## src/rtl/prefix_pre_stage_if.sv

```systemverilog
// prefix_pre_stage_if
//   Bundles the operand-side and result-side handshake of the prefix pre-stage.
//   Operand side : in_valid, in_ready, a, b, carry_in
//   Result side  : out_valid, out_ready, gen_out, prop_out, cin_out, all_prop
//   master : the environment (drives operands and out_ready)
//   slave  : the pre-stage itself
interface prefix_pre_stage_if #(
  parameter int unsigned WIDTH = 8
);
  logic             in_valid;
  logic             in_ready;
  logic [WIDTH-1:0] a;
  logic [WIDTH-1:0] b;
  logic             carry_in;
  logic             out_valid;
  logic             out_ready;
  logic [WIDTH-1:0] gen_out;
  logic [WIDTH-1:0] prop_out;
  logic             cin_out;
  logic             all_prop;

  modport master (
    output in_valid, a, b, carry_in, out_ready,
    input  in_ready, out_valid, gen_out, prop_out, cin_out, all_prop
  );

  modport slave (
    input  in_valid, a, b, carry_in, out_ready,
    output in_ready, out_valid, gen_out, prop_out, cin_out, all_prop
  );
endinterface

```

## src/rtl/prefix_pre_stage.sv

```systemverilog
// prefix_pre_stage
//   Forms per-bit generate (a & b) and propagate (a ^ b) vectors, the whole-word
//   propagate and the carry-in for the first level of the prefix tree. Results
//   sit in a registered output entry backed by a one-entry skid entry, so
//   in_ready depends only on registered state.
// Ports
//   clk   : rising-edge clock
//   rst_n : asynchronous active-low reset
//   bus   : prefix_pre_stage_if.slave (operand and result handshakes)
module prefix_pre_stage #(
  parameter int unsigned WIDTH = 8
) (
  input  logic                 clk,
  input  logic                 rst_n,
  prefix_pre_stage_if.slave    bus
);

  typedef enum logic [1:0] {
    EMPTY = 2'd0,
    ONE   = 2'd1,
    FULL  = 2'd2
  } state_t;

  typedef struct packed {
    logic [WIDTH-1:0] gen;
    logic [WIDTH-1:0] prop;
    logic             cin;
    logic             allp;
  } beat_t;

  state_t state_q, state_d;
  beat_t  main_q, main_d;
  beat_t  skid_q, skid_d;
  beat_t  in_beat;
  logic   accept;
  logic   drain;

  always_comb begin
    in_beat      = '0;
    in_beat.gen  = bus.a & bus.b;
    in_beat.prop = bus.a ^ bus.b;
    in_beat.cin  = bus.carry_in;
    in_beat.allp = &(bus.a ^ bus.b);
  end

  assign bus.in_ready  = (state_q != FULL);
  assign bus.out_valid = (state_q != EMPTY);
  assign bus.gen_out   = main_q.gen;
  assign bus.prop_out  = main_q.prop;
  assign bus.cin_out   = main_q.cin;
  assign bus.all_prop  = main_q.allp;

  assign accept = bus.in_valid & bus.in_ready;
  assign drain  = bus.out_valid & bus.out_ready;

  always_comb begin
    state_d = state_q;
    main_d  = main_q;
    skid_d  = skid_q;
    case (state_q)
      EMPTY: begin
        if (accept) begin
          main_d  = in_beat;
          state_d = ONE;
        end
      end
      ONE: begin
        if (accept && drain) begin
          main_d = in_beat;
        end else if (accept) begin
          skid_d  = in_beat;
          state_d = FULL;
        end else if (drain) begin
          state_d = EMPTY;
        end
      end
      FULL: begin
        // The skid entry always holds the younger beat, so it refills main.
        if (drain) begin
          main_d  = skid_q;
          state_d = ONE;
        end
      end
      default: state_d = EMPTY;
    endcase
  end

  always_ff @(posedge clk or negedge rst_n) begin
    if (!rst_n) begin
      state_q <= EMPTY;
      main_q  <= '0;
      skid_q  <= '0;
    end else begin
      state_q <= state_d;
      main_q  <= main_d;
      skid_q  <= skid_d;
    end
  end

endmodule

```

## src/flat_wrapper.sv

```systemverilog
// flat-port wrapper written by rule: the top's interface ports become plain ports
module prefix_pre_stage_flat 
#(
  parameter int unsigned WIDTH = 8
)
  (clk, rst_n, bus_in_valid, bus_a, bus_b, bus_carry_in, bus_out_ready, bus_in_ready, bus_out_valid, bus_gen_out, bus_prop_out, bus_cin_out, bus_all_prop);
  prefix_pre_stage_if #(.WIDTH(WIDTH)) bus_i ();
  input  logic clk;
  input  logic rst_n;
  input wire logic [$bits(bus_i.in_valid)-1:0] bus_in_valid;
  input wire logic [$bits(bus_i.a)-1:0] bus_a;
  input wire logic [$bits(bus_i.b)-1:0] bus_b;
  input wire logic [$bits(bus_i.carry_in)-1:0] bus_carry_in;
  input wire logic [$bits(bus_i.out_ready)-1:0] bus_out_ready;
  output wire logic [$bits(bus_i.in_ready)-1:0] bus_in_ready;
  output wire logic [$bits(bus_i.out_valid)-1:0] bus_out_valid;
  output wire logic [$bits(bus_i.gen_out)-1:0] bus_gen_out;
  output wire logic [$bits(bus_i.prop_out)-1:0] bus_prop_out;
  output wire logic [$bits(bus_i.cin_out)-1:0] bus_cin_out;
  output wire logic [$bits(bus_i.all_prop)-1:0] bus_all_prop;
  assign bus_i.in_valid = bus_in_valid;
  assign bus_i.a = bus_a;
  assign bus_i.b = bus_b;
  assign bus_i.carry_in = bus_carry_in;
  assign bus_i.out_ready = bus_out_ready;
  assign bus_in_ready = bus_i.in_ready;
  assign bus_out_valid = bus_i.out_valid;
  assign bus_gen_out = bus_i.gen_out;
  assign bus_prop_out = bus_i.prop_out;
  assign bus_cin_out = bus_i.cin_out;
  assign bus_all_prop = bus_i.all_prop;
  prefix_pre_stage #(.WIDTH(WIDTH)) u_core (.clk(clk), .rst_n(rst_n), .bus(bus_i));
endmodule
```

## config.mk

```make
export PLATFORM = sky130hd
export DESIGN_NAME = prefix_pre_stage_flat
export DESIGN_NICKNAME = d
export VERILOG_FILES = /design/src/rtl/prefix_pre_stage_if.sv /design/src/rtl/prefix_pre_stage.sv /design/src/flat_wrapper.sv
export SDC_FILE = /design/constraint.sdc
export NUM_CORES = 1
export LEC_CHECK = 0
export BUFFER_PORTS_ARGS = -buffer_cell sky130_fd_sc_hd__buf_2
export CAP_MARGIN = 20
export CORE_UTILIZATION = 35
export CTS_CLUSTER_DIAMETER = 40
export DETAILED_ROUTE_END_ITERATION = 8
export PLACE_DENSITY_LB_ADDON = 0.25
export SETUP_SLACK_MARGIN = 0.02
export SYNTH_ARGS = -nofsm -noshare
export SYNTH_HDL_FRONTEND = slang
export SYNTH_SLANG_ARGS = --single-unit
```

## constraint.sdc

```tcl
create_clock -name clk -period 2.1 [get_ports clk]
set_input_delay 0.42 -clock clk [delete_from_list [all_inputs] [get_ports clk]]
set_output_delay 0.42 -clock clk [all_outputs]
set_load 0.005 [all_outputs]
```

==> flow_summary.ini <==
[cts]
cts_buffers = 5
hold_buffers = 0
cts_root_buffer = clkbuf_8
cts_tree = yes
htreeDepth = 2
post_cts_buffers = 0
clk_path_buf_depth = 2
cts-resized-gates = 0
clkSlewWorstSetupHoldPaths_ps = 70
clock_sinks = 38
insertion_delay_ps = 290

[die]
die_w_um = 75.8
initial_core_util_pct = 36.8
core_mm2 = 0.00517
rows = 26
pin_count = 41
die_area_mm2 = 0.00574
die_y_um = 75.8

[critical_path]
rrSetupSlack_ps = 360
cp_slowest_cell = dfrtp_1
cp.required_ps = 1680
critPathMaxFanout = 11
critPathArrivalTime_ps = 1360
worst_setup_path_start_kind = flip-flop
crit_buf_inv = 2
r2r_cells = 3
crit_chain = nor2b_4 > inv_1 > buf_2
max_stage_delay_ps = 420
critical_path.top_delay_family = flip-flops
worst_r2r_startpoint = u_core.state_q[0]
critPathCaptureType = primary output
crit-reg2reg-capture = u_core.bus.gen_out[5]
critical_path_class = flip-flop to primary output

[pwr]
power_density_mw_per_mm2 = 1070
ir_worst_vdd_v = 0.000533
finalPower_mw = 2.42
power.leakage_nw = 1.08

[sta]
fin_worst_skew_ps = 3.66
slew-limit-headroom_pct = 51.6
min_period_over_period_pct = 84.9
rsz0062_at_grt = false
slew_viol_final = 0
period_needed_ps = 1780
fin_setup_tns_ps = 0
hold_viol_final = 0
setup_ws_ps = 318
worstMarginPinSlew_ps = 724
fmax_ghz = 0.561
setup_viol = 0

[grt]
grt_first_pass_wirelength_um = 5420
grt_pass1_vias = 1164
grt_max_degree = 39
antenna_found_initial = 0
grt_usage_pct = 13.0
gr-total-overflow = 0

[yosys]
yosysSeqAreaShare_pct = 49.9
synthesis.nets = 149
synth-edff-count = 0
synthCells = 120
synth_cell_types = 20
syn_avg_cell_area_um2 = 15.9
synth-async-reset-ratio_pct = 100
syn_area_mm2 = 0.00190
ys.flop_type = dfrtp_1
ys.warnings.count = 0
synth_seq_cells = 38

[place]
gp_congestion = 0.681
portBuffers = 40
dp_worst_setup_slack_ps = 283
placed_area_mm2 = 0.00217
hpwl_um = 2280

[routing]
dr_total_vias = 1116
drt_iter0_drc = 19
dr.pass1.iters = 3
vias_per_cell = 4.73
wl_per_cell_um = 13.8
ant_nets = 0
drc_errors = 0
wl_um = 3260

[flow_run]
drv_cap = 0

[final_layout]
finalNetCount = 194
antenna_cells = 0
area_delta_synth_final_pct = 18.8
post-route-util_pct = 43.7
final_cell_mix = buf_2 (40), dfrtp_1 (38), mux2_2 (37)
drive_gt1_share_pct = 65.7
postLayoutCellArea_mm2 = 0.00226
layout_commonest_cell = buf_2

[min_path]
hold_path.class = input pin to async pin

[run_status]
status = complete, no violations
==> layer usage <==
layer	GRT usage (%)	part of all wire [%]	wire length, µm	vias to the layer above
li1	-	-	-	520
met1	15.9	46	1500	554
met2	21.4	47	1530	36
met3	3.84	5.0	164	6
met4	5.56	1.7	55	0
met5	0	0	0	-
==> worst max-delay path by stage <==
| stage | startpoint | end | slack [ps] | cells after the start |
|---|---|---|---|---|
| 2_1_floorplan | u_core.state_q[1] | u_core.skid_q[0] | 610 | 5 |
| 3_3_place_gp | bus_out_ready | u_core.bus.gen_out[7] | 340 | 4 |
| 3_5_place_dp | bus_out_ready | u_core.bus.gen_out[4] | 280 | 4 |
| 4_1_cts | u_core.state_q[1] | bus_in_ready | 290 | 3 |
| 5_1_grt | u_core.state_q[1] | bus_in_ready | 190 | 3 |
| 6_report | u_core.state_q[1] | bus_in_ready | 320 | 3 |
==> cells in the mapped netlist, drive strengths merged (2+ instances only) <==
cell | n | area (µm²)
buf | 5 | 61.3
dfrtp | 38 | 951
ha | 8 | 100
mux2 | 53 | 657
nand3b | 2 | 15.0
nand4 | 2 | 12.5
nor2b | 2 | 27.5
o21ai | 2 | 21.3
==> layout make-up <==
class                   instances  area (µm²)
well taps                      70        87.6
inverters                       1        3.75
clock buffers                   7        86.3
fillers                       471        2910
repair buffers                 43         235
multi-input cells              76         893
clock inverters                 1        5.00
flip-flops and latches         38         951
==> cell families after synthesis <==
group | count (synthesis) | synth area share (%)
XOR/XNOR | 1 | 0.460
multiplexers | 53 | 34.5
flip-flops | 38 | 49.9
AO/OA/AOI/OAI | 4 | 1.91
adder cells (fa/ha/maj) | 8 | 5.26
AND/OR/NAND/NOR | 10 | 4.53
buffers and inverters | 6 | 3.42
==> power by group <==
part	switching, mW	internal (mW)
registers	0.150	1.02
clock network	0.240	0.265
logic	0.261	0.488
==> metrics by stage <==
step                      std cells  hold slack [ps]
after CTS                       236              186
final                           236              168
after detailed placement        228              490
after floorplan                 120              124
after global placement          228              484
after global routing            236              205
==> sequential cells by signal (all words and copies together) (netlist names) <==
name / cells
u_core.bus.all_prop: 1
u_core.bus.cin_out: 1
u_core.bus.gen_out: 8
u_core.skid_q: 18
u_core.state_q: 2
u_core.bus.prop_out: 8
Note: power is estimated with default switching activity, not from simulation.
